<file path="config.mk">
export PLATFORM = sky130hd
export DESIGN_NAME = uart_rx_sampler_flat
export DESIGN_NICKNAME = d
export VERILOG_FILES = /design/src/rtl/uart_rx_sampler_if.sv /design/src/rtl/uart_rx_sampler.sv /design/src/flat_wrapper.sv
export SDC_FILE = /design/constraint.sdc
export NUM_CORES = 1
export LEC_CHECK = 0
export CELL_PAD_IN_SITES_DETAIL_PLACEMENT = 1
export CELL_PAD_IN_SITES_GLOBAL_PLACEMENT = 1
export CORE_MARGIN = 10
export CORE_UTILIZATION = 30
export DETAILED_ROUTE_END_ITERATION = 10
export PLACE_DENSITY_LB_ADDON = 0.12
export SLEW_MARGIN = 30
export SYNTH_ARGS = -nofsm -noshare
export SYNTH_HDL_FRONTEND = slang
export SYNTH_SLANG_ARGS = --single-unit
</file>
<file path="constraint.sdc">
create_clock -name clk -period 3.6 [get_ports clk]
set_input_delay 0.54 -clock clk [delete_from_list [all_inputs] [get_ports clk]]
set_output_delay 0.54 -clock clk [all_outputs]
set_load 0.03 [all_outputs]
</file>
<file path="src/rtl/uart_rx_sampler_if.sv">
// Serial-line and received-byte signals between the UART receive front end and its consumer.
interface uart_rx_sampler_if;
    logic       rxd;
    logic [7:0] data;
    logic       rxdDataReady;
    logic       frameError;
    logic       parityError;
    logic       busy;

    modport master (
        input  rxd,
        output data, rxdDataReady, frameError, parityError, busy
    );

    modport slave (
        output rxd,
        input  data, rxdDataReady, frameError, parityError, busy
    );
endinterface

</file>
<file path="src/rtl/uart_rx_sampler.sv">
// UART receive front end: 2-flop synchroniser, 16x oversampling, 3-sample majority vote per bit.
// Optional parity bit checking is compiled in with `define UART_RX_PARITY_EN.
module uart_rx_sampler #(
    parameter int CLK_FREQ   = 50000000,
    parameter int BAUD       = 9600,
    parameter int PARITY_ODD = 0
) (
    input logic               clk,
    input logic               reset,
    uart_rx_sampler_if.master bus
);
    localparam int DIV = CLK_FREQ / (BAUD * 16);
    localparam int CW  = (DIV < 2) ? 1 : $clog2(DIV);

    generate
        if (DIV < 2) begin : gDivCheck
            $error("uart_rx_sampler: CLK_FREQ/(BAUD*16) must be at least 2");
        end
    endgenerate

    typedef enum logic [2:0] {
        IDLE, START, DATA, STOP, BRK
`ifdef UART_RX_PARITY_EN
        , PARITY
`endif
    } stateT;

    stateT         state;
    logic          rxdMeta, rxdSync;
    logic [CW-1:0] divCnt;
    logic          tick;
    logic [3:0]    sc;
    logic [2:0]    bitIdx;
    logic          s7, s8;
    logic          maj;
    logic [7:0]    shiftReg;
    logic [7:0]    dataReg;
    logic          readyReg, frameReg, parityReg;

`ifdef UART_RX_PARITY_EN
    logic parityBit;
    logic parityOk;
    assign parityOk = (((^shiftReg) ^ parityBit) == PARITY_ODD[0]);
`else
    logic unusedParityOdd;
    assign unusedParityOdd = PARITY_ODD[0];
`endif

    always_ff @(posedge clk) begin
        if (reset) begin
            rxdMeta <= 1'b1;
            rxdSync <= 1'b1;
        end else begin
            rxdMeta <= bus.rxd;
            rxdSync <= rxdMeta;
        end
    end

    // Free-running divider: one tick per 1/16 of a bit period.
    always_ff @(posedge clk) begin
        if (reset || divCnt == CW'(DIV - 1))
            divCnt <= '0;
        else
            divCnt <= divCnt + CW'(1);
    end

    assign tick = (divCnt == CW'(DIV - 1));
    assign maj  = (s7 & s8) | (s7 & rxdSync) | (s8 & rxdSync);

    // The vote is taken at sc=9 from the samples held at 7 and 8 plus the live line.
    always_ff @(posedge clk) begin
        if (reset) begin
            state     <= IDLE;
            sc        <= '0;
            bitIdx    <= '0;
            s7        <= 1'b1;
            s8        <= 1'b1;
            shiftReg  <= '0;
            dataReg   <= '0;
            readyReg  <= 1'b0;
            frameReg  <= 1'b0;
            parityReg <= 1'b0;
`ifdef UART_RX_PARITY_EN
            parityBit <= 1'b0;
`endif
        end else begin
            readyReg  <= 1'b0;
            frameReg  <= 1'b0;
            parityReg <= 1'b0;
            if (state == BRK) begin
                if (rxdSync)
                    state <= IDLE;
            end else if (tick) begin
                if (state == IDLE) begin
                    if (!rxdSync) begin
                        state <= START;
                        sc    <= '0;
                    end
                end else begin
                    sc <= sc + 4'd1;
                    if (sc == 4'd7)
                        s7 <= rxdSync;
                    if (sc == 4'd8)
                        s8 <= rxdSync;
                    case (state)
                        START: begin
                            if (sc == 4'd9 && maj) begin
                                state <= IDLE;
                            end else if (sc == 4'd15) begin
                                state  <= DATA;
                                bitIdx <= '0;
                            end
                        end
                        DATA: begin
                            if (sc == 4'd9)
                                shiftReg <= {maj, shiftReg[7:1]};
                            if (sc == 4'd15) begin
                                bitIdx <= bitIdx + 3'd1;
                                if (bitIdx == 3'd7) begin
`ifdef UART_RX_PARITY_EN
                                    state <= PARITY;
`else
                                    state <= STOP;
`endif
                                end
                            end
                        end
`ifdef UART_RX_PARITY_EN
                        PARITY: begin
                            if (sc == 4'd9)
                                parityBit <= maj;
                            if (sc == 4'd15)
                                state <= STOP;
                        end
`endif
                        // Leave at mid-stop-bit so a following start bit is never missed.
                        STOP: begin
                            if (sc == 4'd9) begin
                                if (!maj) begin
                                    frameReg <= 1'b1;
                                    state    <= BRK;
`ifdef UART_RX_PARITY_EN
                                end else if (!parityOk) begin
                                    parityReg <= 1'b1;
                                    state     <= IDLE;
`endif
                                end else begin
                                    dataReg  <= shiftReg;
                                    readyReg <= 1'b1;
                                    state    <= IDLE;
                                end
                            end
                        end
                        default: state <= IDLE;
                    endcase
                end
            end
        end
    end

    assign bus.data         = dataReg;
    assign bus.rxdDataReady = readyReg;
    assign bus.frameError   = frameReg;
    assign bus.parityError  = parityReg;
    assign bus.busy         = (state != IDLE);
endmodule

</file>
<file path="src/flat_wrapper.sv">
// flat-port wrapper written by rule: the top's interface ports become plain ports
module uart_rx_sampler_flat 
#(
    parameter int CLK_FREQ   = 50000000,
    parameter int BAUD       = 9600,
    parameter int PARITY_ODD = 0
)
  (clk, reset, bus_rxd, bus_data, bus_rxdDataReady, bus_frameError, bus_parityError, bus_busy);
  uart_rx_sampler_if bus_i ();
  input logic clk;
  input logic reset;
  input wire logic [$bits(bus_i.rxd)-1:0] bus_rxd;
  output wire logic [$bits(bus_i.data)-1:0] bus_data;
  output wire logic [$bits(bus_i.rxdDataReady)-1:0] bus_rxdDataReady;
  output wire logic [$bits(bus_i.frameError)-1:0] bus_frameError;
  output wire logic [$bits(bus_i.parityError)-1:0] bus_parityError;
  output wire logic [$bits(bus_i.busy)-1:0] bus_busy;
  assign bus_i.rxd = bus_rxd;
  assign bus_data = bus_i.data;
  assign bus_rxdDataReady = bus_i.rxdDataReady;
  assign bus_frameError = bus_i.frameError;
  assign bus_parityError = bus_i.parityError;
  assign bus_busy = bus_i.busy;
  uart_rx_sampler #(.CLK_FREQ(CLK_FREQ), .BAUD(BAUD), .PARITY_ODD(PARITY_ODD)) u_core (.clk(clk), .reset(reset), .bus(bus_i));
endmodule
</file>
Word level (Yosys, flattened, before mapping)

Cells that the tools add are included.

Add/subtract/negate cells: 3
Eq/ne operators: 20
Mux-type cells: 20
Bitwise logic cells: 10
Reduce and logical (&&, ||, !) cells: 14

Operators by type and width:

| kind                                                | number |
|---|---|
| 2-to-1 mux 3 bit                                    | 14 |
| AND reduction 7 bit                                 | 2 |
| equality test 4 bit, second input constant          | 3 |
| != test 4 x 1 -> 1 bit, second input constant       | 3 |
| adder 9 x 1 -> 9 bit, second input constant         | 1 |
| equality test 9 bit, second input constant          | 1 |
| case mux 3 bit (3 select lines)                     | 1 |
| 2-to-1 mux 4 bit                                    | 2 |
| AND reduction 4 bit                                 | 2 |
| equality test 3 x 2 -> 1 bit, second input constant | 2 |
| equality test 3 bit, second input constant          | 2 |
| != test 2 x 1 -> 1 bit, second input constant       | 3 |
| case mux 3 bit (2 select lines)                     | 1 |
| AND reduction 6 bit                                 | 1 |
| OR reduction 6 bit                                  | 1 |
| != test 5 x 1 -> 1 bit, second input constant       | 1 |
| inverter 1 bit                                      | 5 |
| AND reduction 5 bit                                 | 1 |
| adder 4 x 1 -> 4 bit, second input constant         | 1 |
| equality test 4 x 3 -> 1 bit, second input constant | 1 |
| != test 2 bit, second input constant                | 2 |
| nonzero test 2 bit                                  | 2 |
| adder 3 x 1 -> 3 bit, second input constant         | 1 |
| AND 1 bit                                           | 3 |
| 9 further kinds                                     | 11 |

Flip-flop bits (word level): 41
Input port bits: 3
Output and inout bits: 12
Logic and storage cells: 79

Depth between registers and ports, before layout

Depth after elaboration: 9
Depth in mapped cells: 8
Depth with buffers taken out: 6

Least setup slack after synthesis

No wires, ideal clock.

Kind: register -> register
Start point: register u_core.sc[1]
End point: register u_core.state[0]
Setup time: 0.121 ns
Arrival time: 1.660 ns
Data required time: 3.479 ns
Slack: 1.819 ns
Cell stages (with the launch flop): 8
Period minus slack after synthesis: 1.781 ns
Path through: dfxtp_1 -> inv_1 -> ha_1 -> and3b_1 -> buf_2 -> a221oi_1 -> a211o_2 -> mux2_4

Word-level cells in the longest chain between the ends: 7
Elaborated cells on any way between the ends: 12
Those cells by class: 5 x eq/ne; 5 x mux; 2 x reduce/logical

Ends and longest elaborated chain:

| element                         | line                                           | RTL |
|---|---|---|
| start: declaration              | uart_rx_sampler.sv:32                          | `logic [3:0] sc;` |
| start signal: assignment        | uart_rx_sampler.sv:100                         | `sc <= sc + 4'd1;` |
| equality test 4 bit             | uart_rx_sampler.sv:107, uart_rx_sampler.sv:138 |  |
| logical AND 1 bit               | uart_rx_sampler.sv:107                         | `if (sc == 4'd9 && maj) begin` |
| 2-to-1 mux 3 bit                | uart_rx_sampler.sv:107                         |  |
| case mux 3 bit (3 select lines) | uart_rx_sampler.sv:105                         | `case (state)` |
| 2-to-1 mux 3 bit                | uart_rx_sampler.sv:94                          | `if (state == IDLE) begin` |
| 2-to-1 mux 3 bit                | uart_rx_sampler.sv:93                          | `end else if (tick) begin` |
| 2-to-1 mux 3 bit                | uart_rx_sampler.sv:90                          | `if (state == BRK) begin` |
| end signal: assignment          | uart_rx_sampler.sv:92                          | `state <= IDLE;` |
| end signal: assignment          | uart_rx_sampler.sv:96                          | `state <= START;` |
| end signal: assignment          | uart_rx_sampler.sv:108                         | `state <= IDLE;` |
| end: declaration                | uart_rx_sampler.sv:28                          | `stateT state;` |

Several ways; a longest one is shown, not always the timed one. The select of a mux whose other input is x is not followed.
A chain may end at the register's enable or synchronous reset.

Worst setup path in the final report

Start point: register u_core.state[0]
End point: output bus_busy

Word-level cells in the longest chain between the ends: 1

Ends and longest elaborated chain:

| element                  | line                   | RTL |
|---|---|---|
| start signal: assignment | uart_rx_sampler.sv:73  | `state <= IDLE;` |
| start signal: assignment | uart_rx_sampler.sv:92  |  |
| start signal: assignment | uart_rx_sampler.sv:96  |  |
| nonzero test 3 bit       | uart_rx_sampler.sv:165 | `assign bus.busy = (state != IDLE);` |
| end: declaration         | flat_wrapper.sv:17     | `output wire logic [$bits(bus_i.busy)-1:0] bus_busy;` |

No other way between the ends.

==> metrics <==
root buffer cell=clkbuf_8; Buf/Inv on CP=1; CTS H-tree lvls=2; # DRC=0; Min-Delay Path Depth=1; largest net degree at the start of global routing=21; Post-Route Utilization=36.15%; antenna fix cells=0; CTS clock-pin slew for the worst setup and hold paths=roughly 80 ps; post-synthesis register bit count=just over 40; Post-synth ARST share=0%; detailed placement HPWL=~3500 µm; Post-Syn Nets=approximately 210; clock skew=6.953 ps; Final ANT Viol Nets=0; post-route minimum period=around 2300 ps; GR Overflow Total=0; final hold violations=0; initial antenna violation count=0; post-DR vias/cell=around 5.2; Core ar.=between 5000 and 6000 µm²; Yosys cell types=48; VDD IR max=roughly 0.25 mV; fin. max-slew vios=0; first-pass GRT wire length=approximately 8100 µm; f_max=0.4258 GHz; DRT iter0 DRCs=63; Via Count=1499; yosys warns=0; worst-skew pair later-pin latency=roughly 290 ps; number of clock sinks=just over 40; final worst-path cycle share=65.24%; post_cts resized=0; share of the synthesized area in the top cell type=between 40% and 50%; status=finished clean; io pins=15; EDFF count, synth=0; worst-path maximum fanout=13; delay-heaviest family, CP=buffers and inverters; Avg Inst Size Synth=9.306 µm²; post-layout instance area=around 2200 µm²; Max stage delay on crit path=just over 600 ps; fin nets=between 200 and 250; register area share after synthesis=roughly 44%; CTS tree=yes; Routed WL per cell=16.27 µm; die area=~9800 µm²; CTS Buf Count=5; Synth area leader=dfxtp_1; Crit path depth=2; Starting Density=31.22%; most common cell after layout, fill and taps aside=dfxtp_1; Layout area overhead=15.79%; most frequent cells in the layout=41 x dfxtp_1, 23 x nor2_1, 17 x nand3_1; gr usage total=9.920%; Pwr Density=~400 nW/µm²; total routed wirelength=about 4700 µm; CTS max path bufs=2; leak pwr=0.8209 nW; Cell Rows=28; CP startpoint kind=register; RSZ-0062 raised after global routing=false; Main synth FF type=dfxtp_1; Area contributors post-synth=dfxtp_1 44%, mux2i_1 5.9%, ha_1 4.7%; Port Buffers=13; Slowest-stage cell, CP=clkdlybuf4s50_1; number of global-route vias before repair=1607; die span in x=roughly 100 µm; hold buffers post-CTS=0; crit end category=primary output; cell area after synthesis=1871 µm²; GP Congestion=roughly 0.8; Post-CTS Setup Inserts=0; Crit Path Category=register to primary output; Critical Path AT=1810 ps; area post-placement=just over 2000 µm²; Final setup violation count=0; setup TNS=0 ps; reg2reg path depth=6; share of cells above drive strength 1=approximately 8.9%; Die Y-Extent=98.96 µm; max_cap viols=0; Req. time, crit path=between 3000 and 4000 ps; Syn Inst Count=201; HP Class=register to register; Pre-Repair DR Iteration Count=4; CP Cell Sequence=or3_1 > clkdlybuf4s50_1
-- synthesized netlist by cell type (6+ instances only) --
master and number:
clkbuf_1 6, inv_1 7, ha_1 7, xor2_1 6, nand2_1 7, o21ai_0 9
nor2_1 23, mux2i_1 11, dfxtp_1 41, a21oi_1 13, nand3_1 17
-- path summary, 6_finish.rpt --
| kind | slack (ps) | from | endpoint |
|---|---|---|---|
| worst min-delay path | 430 | u_core.rxdMeta$_SDFF_PP1_ | u_core.rxdSync$_SDFF_PP1_ |
| worst min register to register | 430 | u_core.rxdMeta$_SDFF_PP1_ | u_core.rxdSync$_SDFF_PP1_ |
| worst max register to register | 1700 | u_core.sc[1]$_SDFFE_PP0P_ | u_core.state[0]$_SDFFE_PP0P_ |
| worst max-delay path | 1250 | u_core.state[0]$_SDFFE_PP0P_ | bus_busy |
-- cells by family after synthesis --
| kind of cell | after synthesis | share of synthesized area [%] |
|---|---|---|
| other cells | 1 | 0.2005 |
| compound gates | 34 | 12.31 |
| flops | 41 | 43.88 |
| buf+inv | 17 | 3.746 |
| fa+ha+maj | 8 | 5.217 |
| simple gates | 81 | 24.68 |
| mux | 12 | 6.689 |
| xor+xnor | 7 | 3.278 |
-- metal layers --
layer  part of all wire [%]  track usage (%)
met4                    1.2            2.977
met5                      0                0
met2                     49            16.28
met3                    2.5            2.863
met1                     47            12.18
-- state kept, by name (all words and copies together) (netlist names) --
register / flops
u_core.bitIdx: 3
u_core.state: 3
u_core.rxdSync: 1
u_core.bus.frameError: 1
u_core.bus.data: 8
u_core.rxdMeta: 1
u_core.bus.rxdDataReady: 1
u_core.divCnt: 9
u_core.s7: 1
u_core.s8: 1
u_core.sc: 4
u_core.shiftReg: 8
-- cell type report --
cell class	instances	area [µm²]
tap	75	93.84
timing repair buffer	14	137.6
clock buffer	5	68.82
clock inverter	2	35.03
sequential	41	820.8
multi-input combinational	143	979.7
inverter	8	30.03
fill	706	3825
-- power by group --
| group | switching, mW | internal [mW] | leakage (nW) | total, mW |
|---|---|---|---|---|
| Sequential | 0.00603 | 0.457 | 0.331 | 0.463 |
| Clock | 0.158 | 0.202 | 0.0540 | 0.360 |
| Combinational | 0.0133 | 0.00753 | 0.436 | 0.0209 |
| Total | 0.177 | 0.666 | 0.821 | 0.843 |
-- through the flow --
step,hold WS [ps],setup slack (ps),power [mW],cells
finish,429.5,1251,0.8435,288
global route,449.2,1173,0.8751,288
CTS,427.0,1230,0.8553,288
detailed placement,409.5,1457,0.4951,281
global placement,399.7,1559,0.4936,281
floorplan,389.5,1819,0.4870,201
-- worst register-to-register path, delay by kind of cell, from the launching register on --
family	cells	cell delay, ps
buffers and inverters	1	80
flip-flops	1	390
AO/OA/AOI/OAI	2	620
multiplexers	1	300
AND/OR/NAND/NOR	1	230
adder cells (fa/ha/maj)	1	180
No activity file was read; power rests on OpenSTA's default activity.
